===== src/rtl/serial_mem_pkg.sv =====
// ============================================================================
// serial_mem_pkg - shared types and constants for the serial memory bridge
// Revision 1.0
// ============================================================================
`default_nettype none

package serial_mem_pkg;

  localparam int unsigned WORD_W = 32;

  localparam logic [WORD_W-1:0] CMD_READ  = 32'd0;
  localparam logic [WORD_W-1:0] CMD_WRITE = 32'd1;

  typedef enum logic [2:0] {
    S_CMD   = 3'd0,
    S_ADDR  = 3'd1,
    S_LEN   = 3'd2,
    S_WDATA = 3'd3,
    S_WREQ  = 3'd4,
    S_RREQ  = 3'd5,
    S_RWAIT = 3'd6,
    S_RSEND = 3'd7
  } state_e;

endpackage

`default_nettype wire


===== src/rtl/serial_mem_bridge.sv =====
// ============================================================================
// serial_mem_bridge - host command words to single-outstanding memory bursts
// Revision 1.0
// ============================================================================
`default_nettype none

module serial_mem_bridge
  import serial_mem_pkg::*;
#(
  parameter logic [WORD_W-1:0] ADDR_STEP = 32'd4
) (
  input  logic              clock,
  input  logic              reset_n,
  input  logic              serial_in_valid,
  output logic              serial_in_ready,
  input  logic [WORD_W-1:0] serial_in_bits,
  output logic              serial_out_valid,
  input  logic              serial_out_ready,
  output logic [WORD_W-1:0] serial_out_bits,
  output logic              mem_req_valid,
  input  logic              mem_req_ready,
  output logic              mem_req_write,
  output logic [WORD_W-1:0] mem_req_addr,
  output logic [WORD_W-1:0] mem_req_wdata,
  input  logic              mem_resp_valid,
  input  logic [WORD_W-1:0] mem_resp_data,
  output logic              err
);

  state_e            state_q, state_d;
  logic              wr_q, wr_d;
  logic              err_q, err_d;
  logic [WORD_W-1:0] addr_q, addr_d;
  logic [WORD_W-1:0] cnt_q, cnt_d;
  logic [WORD_W-1:0] obuf_q, obuf_d;
  logic [WORD_W-1:0] wdata_q, wdata_d;

  always_ff @(posedge clock) begin
    if (!reset_n) begin
      state_q <= S_CMD;
      wr_q    <= 1'b0;
      err_q   <= 1'b0;
      addr_q  <= '0;
      cnt_q   <= '0;
      obuf_q  <= '0;
      wdata_q <= '0;
    end else begin
      state_q <= state_d;
      wr_q    <= wr_d;
      err_q   <= err_d;
      addr_q  <= addr_d;
      cnt_q   <= cnt_d;
      obuf_q  <= obuf_d;
      wdata_q <= wdata_d;
    end
  end

  always_comb begin
    state_d = state_q;
    wr_d    = wr_q;
    err_d   = err_q;
    addr_d  = addr_q;
    cnt_d   = cnt_q;
    obuf_d  = obuf_q;
    wdata_d = wdata_q;

    // Only RWAIT may legally see a response, including the request-handshake cycle.
    if (mem_resp_valid && (state_q != S_RWAIT)) err_d = 1'b1;

    case (state_q)
      S_CMD: begin
        if (serial_in_valid) begin
          if (serial_in_bits == CMD_READ) begin
            wr_d    = 1'b0;
            state_d = S_ADDR;
          end else if (serial_in_bits == CMD_WRITE) begin
            wr_d    = 1'b1;
            state_d = S_ADDR;
          end else begin
            err_d = 1'b1;
          end
        end
      end
      S_ADDR: begin
        if (serial_in_valid) begin
          addr_d  = serial_in_bits;
          state_d = S_LEN;
        end
      end
      S_LEN: begin
        if (serial_in_valid) begin
          cnt_d   = serial_in_bits;
          state_d = wr_q ? S_WDATA : S_RREQ;
        end
      end
      S_WDATA: begin
        if (serial_in_valid) begin
          wdata_d = serial_in_bits;
          state_d = S_WREQ;
        end
      end
      S_WREQ: begin
        if (mem_req_ready) begin
          if (cnt_q == '0) begin
            state_d = S_CMD;
          end else begin
            cnt_d   = cnt_q - 1'b1;
            addr_d  = addr_q + ADDR_STEP;
            state_d = S_WDATA;
          end
        end
      end
      S_RREQ: begin
        if (mem_req_ready) state_d = S_RWAIT;
      end
      S_RWAIT: begin
        if (mem_resp_valid) begin
          obuf_d  = mem_resp_data;
          state_d = S_RSEND;
        end
      end
      S_RSEND: begin
        if (serial_out_ready) begin
          if (cnt_q == '0) begin
            state_d = S_CMD;
          end else begin
            cnt_d   = cnt_q - 1'b1;
            addr_d  = addr_q + ADDR_STEP;
            state_d = S_RREQ;
          end
        end
      end
      default: state_d = S_CMD;
    endcase
  end

  assign serial_in_ready  = (state_q == S_CMD) || (state_q == S_ADDR) ||
                            (state_q == S_LEN) || (state_q == S_WDATA);
  assign mem_req_valid    = (state_q == S_WREQ) || (state_q == S_RREQ);
  assign mem_req_write    = (state_q == S_WREQ);
  assign mem_req_addr     = addr_q;
  assign mem_req_wdata    = (state_q == S_WREQ) ? wdata_q : '0;
  assign serial_out_valid = (state_q == S_RSEND);
  assign serial_out_bits  = obuf_q;
  assign err              = err_q;

endmodule

`default_nettype wire


===== config.mk =====
export PLATFORM = sky130hd
export DESIGN_NAME = serial_mem_bridge
export DESIGN_NICKNAME = d
export VERILOG_FILES = /design/src/rtl/serial_mem_pkg.sv /design/src/rtl/serial_mem_bridge.sv
export SDC_FILE = /design/constraint.sdc
export NUM_CORES = 1
export LEC_CHECK = 0
export CAP_MARGIN = 20
export CORE_MARGIN = 2
export CORE_UTILIZATION = 54
export DETAILED_ROUTE_END_ITERATION = 7
export GPL_TIMING_DRIVEN = 0
export PLACE_DENSITY_LB_ADDON = 0.25
export SYNTH_ARGS = -nofsm -noshare
export SYNTH_HDL_FRONTEND = slang
export SYNTH_SLANG_ARGS = --single-unit

===== constraint.sdc =====
create_clock -name clock -period 4.9 [get_ports clock]
set_input_delay 0.98 -clock clock [delete_from_list [all_inputs] [get_ports clock]]
set_output_delay 0.98 -clock clock [all_outputs]
set_load 0.01 [all_outputs]

# == Word-level counts from Yosys, hierarchy flattened ==
# Index checks and enable logic that the tools add are counted.
# word_totals
reg_bits,133
in_bits,70
out_inout_bits,101
word_cells,75
# op_classes
add_sub_neg,2
eq_ne,18
muxes,31
reduce_logical,17
# ops
op,count
32-bit 2-to-1 mux,8
32-bit case mux with 3 select lines,2
32-bit logical NOT,2
3-bit 2-to-1 mux,12
"32-bit by 3-bit adder with 32-bit output, second input constant",1
"32-bit by 1-bit equality test with 1-bit output, second input constant",1
"32-bit by 1-bit subtractor with 32-bit output, second input constant",1
3-bit case mux with 8 select lines,1
"2-bit != test, second input constant",7
"3-bit equality test, second input constant",4
9-bit AND reduction,1
4-bit AND reduction,2
1-bit 2-to-1 mux,7
"3-bit by 2-bit equality test with 1-bit output, second input constant",2
"3-bit != test, second input constant",2
3-bit nonzero test,2
1-bit logical OR,4
2-bit AND reduction,2
"3-bit by 1-bit equality test with 1-bit output, second input constant",1
3-bit logical NOT,1
3-bit AND reduction,1
2-bit 2-to-1 mux,1
"2-bit by 1-bit != test with 1-bit output, second input constant",1
2-bit nonzero test,1
1-bit logical AND,1

# == Longest topological paths before layout ==
# logic_depth
ltp_word,7
ltp_mapped,9
ltp_nobuf,7

# == Least setup slack after synthesis ==
# No wires, ideal clock.
# synth_timing
kind,input-to-reg
start,in serial_in_valid
end,reg cnt_q[23]
setup_ns,0.117
arrival_time_ns,2.471
required_time_ns,4.783
path_slack_ns,2.312
stages,8
n_path_buf,3
path_cell_list,nand4bb_1 clkbuf_1 o211a_1 clkbuf_1 a31oi_1 clkbuf_1 o21ai_0 a32o_1
# synth_between
elab_chain_cells,2
# synth_lines
item,line,rtl
"start, declared",serial_mem_bridge.sv:14,"input logic serial_in_valid,"
2-bit != test (no line),n/a,
4-bit AND reduction (no line),n/a,
"end signal, assigned",serial_mem_bridge.sv:52,cnt_q <= cnt_d;
"end, declared",serial_mem_bridge.sv:34,"logic [WORD_W-1:0] cnt_q, cnt_d;"
# Every way passes these cells.
# A chain may end at the register's enable or synchronous reset.

# == Worst setup path after layout ==
# layout_timing
start,reg state_q[2]
end,out mem_req_wdata[22]
# layout_between
elab_chain_cells,2
# layout_lines
item,line,rtl
"start, declared",serial_mem_bridge.sv:30,"state_e state_q, state_d;"
"start signal, assigned",serial_mem_bridge.sv:48,state_q <= state_d;
3-bit equality test,serial_mem_bridge.sv:142,assign mem_req_wdata = (state_q == S_WREQ) ? wdata_q : '0;
32-bit 2-to-1 mux,serial_mem_bridge.sv:142,
"end, declared",serial_mem_bridge.sv:24,"output logic [WORD_W-1:0] mem_req_wdata,"
# Every way passes these cells.

==> impl_metrics.py <==
metrics = {
    "global_routing": {
        "overflow": 0,
        "grt_pass1_vias": 7724,
        "track_usage_pct": 39.0,
        "antenna_found_initial": 0,
        "grt_max_degree": 17,
        "grt_pass1_wl_mm": 43.0,
    },
    "drt": {
        "drc": 0,
        "wirelength_mm": 28.1,
        "avgViaCountPerCell": 6.40,
        "wl_per_cell_um": 21.1,
        "antenna_left": 0,
        "firstDrtPassIters": 6,
        "drt-initial-drc-count": 1373,
        "num_vias": 8515,
    },
    "clock_tree": {
        "post-cts-setup-buffers": 0,
        "cts.clk_slew.worst_paths_ns": 0.06,
        "cts_tree": "yes",
        "htreeDepth": 4,
        "numCtsBuffers": 17,
        "postCtsHoldBufs": 0,
        "clockBufferDepth": 2,
        "cts_num_sinks": 133,
        "cts_resized": 0,
        "cts_root_buffer": "clkbuf_16",
        "clock_latency_ns": 0.43,
    },
    "synthesis": {
        "synth_flop_cell": "dfxtp_1",
        "synth_warnings": 0,
        "syn-num-nets": 1029,
        "netlist_area_um2": 7110,
        "syn_area_per_cell_um2": 7.43,
        "syn_inst": 957,
        "synthArstFlopShare_pct": 0,
        "synth_edf_count": 0,
        "ys_types": 64,
        "ys_seq_elements": 133,
        "ys_seq_area_share_pct": 37.5,
    },
    "floorplan": {
        "dieHeight_um": 119,
        "start_util_pct": 55.9,
        "io-pin-count": 171,
        "die-area_um2": 14100,
        "die_x_um": 119,
        "rows": 41,
        "core_um2": 12700,
    },
    "hold_path": {
        "hold_start": "wdata_q[29]",
        "hold_path_class": "flop to flop",
        "hold_depth": 2,
        "min_to": "wdata_q[29]",
    },
    "sta": {
        "fin_crit_sh_pct": 83.5,
        "worst-slew-pin-transition_ns": 1.07,
        "setup_viol": 0,
        "fin_tns_setup_ns": 0,
        "holdWs_ns": 0.449,
        "finalHoldViolations": 0,
        "period_minus_slack_ns": 4.09,
        "fin_skew_ns": 0.00772,
        "rsz0062_at_grt": "false",
        "clock.fmax_mhz": 245,
        "timing.final.max_slew_violations": 0,
        "relSlewSlack_pct": 28.3,
    },
    "setup_path": {
        "worstReg2RegEnd": "cnt_q[23]",
        "path_delay_family": "buffers and inverters",
        "crit_type": "flop to primary output",
        "worstPathArrival_ns": 3.11,
        "cp_common_cell": "clkbuf_1",
        "crit_buf_inv": 4,
        "crit_path_start_kind": "flop",
        "rrSetupSlack_ns": 1.67,
        "slowest_delay_ns": 0.69,
        "crit_chain": "inv_1 > clkbuf_1 > nor3_1 > clkbuf_1 > and2_1 > clkdlybuf4s50_1",
        "rr_startpoint": "state_q[1]",
        "worstPathRequired_ns": 3.92,
        "r2r_cells": 7,
        "crit_slowest_cell": "nor3_1",
        "cp_max_fo": 10,
        "end_kind": "primary output",
    },
    "pwr": {
        "p_per_area_nw_per_um2": 265,
        "p_clk_share_pct": 52.1,
        "ir_worst_vdd_uv": 183,
        "seq_power_share_pct": 42.5,
        "p_comb_share_pct": 5.4,
        "intPower_uw": 1950,
        "leakage_uw": 0.00329,
        "p_sw_uw": 600,
        "swShare_pct": 23.6,
    },
    "run": {
        "drv_cap": 0,
    },
    "finish": {
        "nets": 1219,
        "drive_gt1_share_pct": 6.04,
        "area_growth_pct": 35.4,
        "n_antenna_cell": 0,
    },
    "place": {
        "numPortBuffers": 169,
        "gp_congestion": 1.06,
        "dpl.hpwl_mm": 20.5,
    },
    "run_status": {
        "outcome": "completed",
    },
}
-- worst max-delay path by stage --
stage,start,to,cells after the start
5_1_grt,state_q[2],mem_req_wdata[22],6
3_3_place_gp,serial_in_valid,cnt_q[23],9
6_report,state_q[2],mem_req_wdata[22],6
4_1_cts,state_q[2],mem_req_wdata[22],6
3_5_place_dp,serial_in_valid,cnt_q[23],9
2_1_floorplan,serial_in_valid,cnt_q[23],8
-- metrics by stage --
step | utilization (%) | setup WS, ns | cells | power, uW | cell area (um^2)
2_1_floorplan | - | 2.31 | 957 | 1140 | 7110
6_report | 75.7 | 0.811 | 1331 | 2550 | 9630
3_5_place_dp | 70.9 | 0.996 | 1300 | 1240 | 9020
5_1_grt | 75.7 | 0.672 | 1331 | 2600 | 9630
4_1_cts | 75.7 | 0.778 | 1331 | 2540 | 9630
3_3_place_gp | 70.9 | 0.948 | 1298 | 1240 | 9010
-- worst register-to-register path: cells and delay by family (launching register included) --
family	cells	cell delay, ns
xor gates and xnor gates	1	0.78
AOI/OAI and AO/OA	3	1.09
and+or+nand+nor	1	0.19
DFF	1	0.32
buffers and inverters	2	0.75
-- registers in the layout, indices dropped and copies added, names as in the netlist --
signal	cells
state_q	3
err	1
serial_out_bits	32
wdata_q	32
cnt_q	32
mem_req_addr	32
wr_q	1
-- synthesized netlist by cell type, drive strengths merged (8+ instances only) --
cell	count	area share (%)
a31oi	21	1.8
or4	9	1.1
nand3	34	2.4
a21o	25	2.6
and3	8	0.70
buf	14	1.1
o21ai	41	2.9
nand2	201	11
or3	10	0.88
clkbuf	58	3.1
o21a	10	1.1
and2	38	3.3
nor3	23	1.8
nand4	27	2.4
dfxtp	133	37
inv	11	0.58
nor4	23	2.8
nor2	47	2.5
a21oi	130	9.2
-- power groups by stage --
stage          Combinational (uW)  Clock, uW  Sequential (uW)
2_1_floorplan                35.6          0             1110
3_3_place_gp                  132          0             1110
3_5_place_dp                  131          0             1110
4_1_cts                       133       1320             1080
5_1_grt                       142       1380             1080
6_report                      138       1330             1080
-- logic make-up (layout without fill, tap and decap cells) --
family	count (synthesis)	in the layout	synth area share, %
compound gates	290	290	25.4
simple gates	443	443	31.1
fa+ha+maj	2	2	0.352
flops	133	133	37.5
mux	5	5	0.722
xor+xnor	1	1	0.123
buf+inv	83	285	4.79
-- layout make-up --
class                           instances  area [um^2]
Timing Repair Buffer                  171         1700
Clock buffer                           17          425
Inverter                               11         41.3
Buffer                                 72          299
Fill cell                            1011         3100
Clock inverter                         14          176
Sequential cell                       133         2660
Tap cell                              172          215
Multi-Input combinational cell        741         4110
-- routing by layer --
metal	vias to the layer above	global-route usage [%]	routed length (um)
li1	3857	-	-
met1	3956	49.8	10900
met2	590	61.0	12700
met3	112	10.1	3290
met4	0	18.8	1280
met5	-	0	0
-- layout by cell type, fill, tap and decap left out, types with 4 or more instances in the layout --
master / n
nand2_1: 200
clkdlybuf4s50_1: 169
dfxtp_1: 133
a21oi_1: 130
clkbuf_1: 58
nor2_1: 47
o21ai_0: 40
and2_1: 38
nand3_1: 34
nand4_1: 27
a21o_1: 25
a31oi_1: 21
nor3_1: 20
nor4_1: 18
clkbuf_16: 17
inv_1: 11
buf_2: 10
or3_1: 10
o21a_1: 10
and3_1: 8
or4_1: 7
o211ai_1: 7
o32ai_1: 6
o31ai_1: 6
a31o_2: 5
nand4b_1: 5
a32o_1: 5
a41oi_1: 5
nand3b_1: 4
mux2i_1: 4
o31a_1: 4
inv_6: 4
Power figures use the tool's default switching activity.
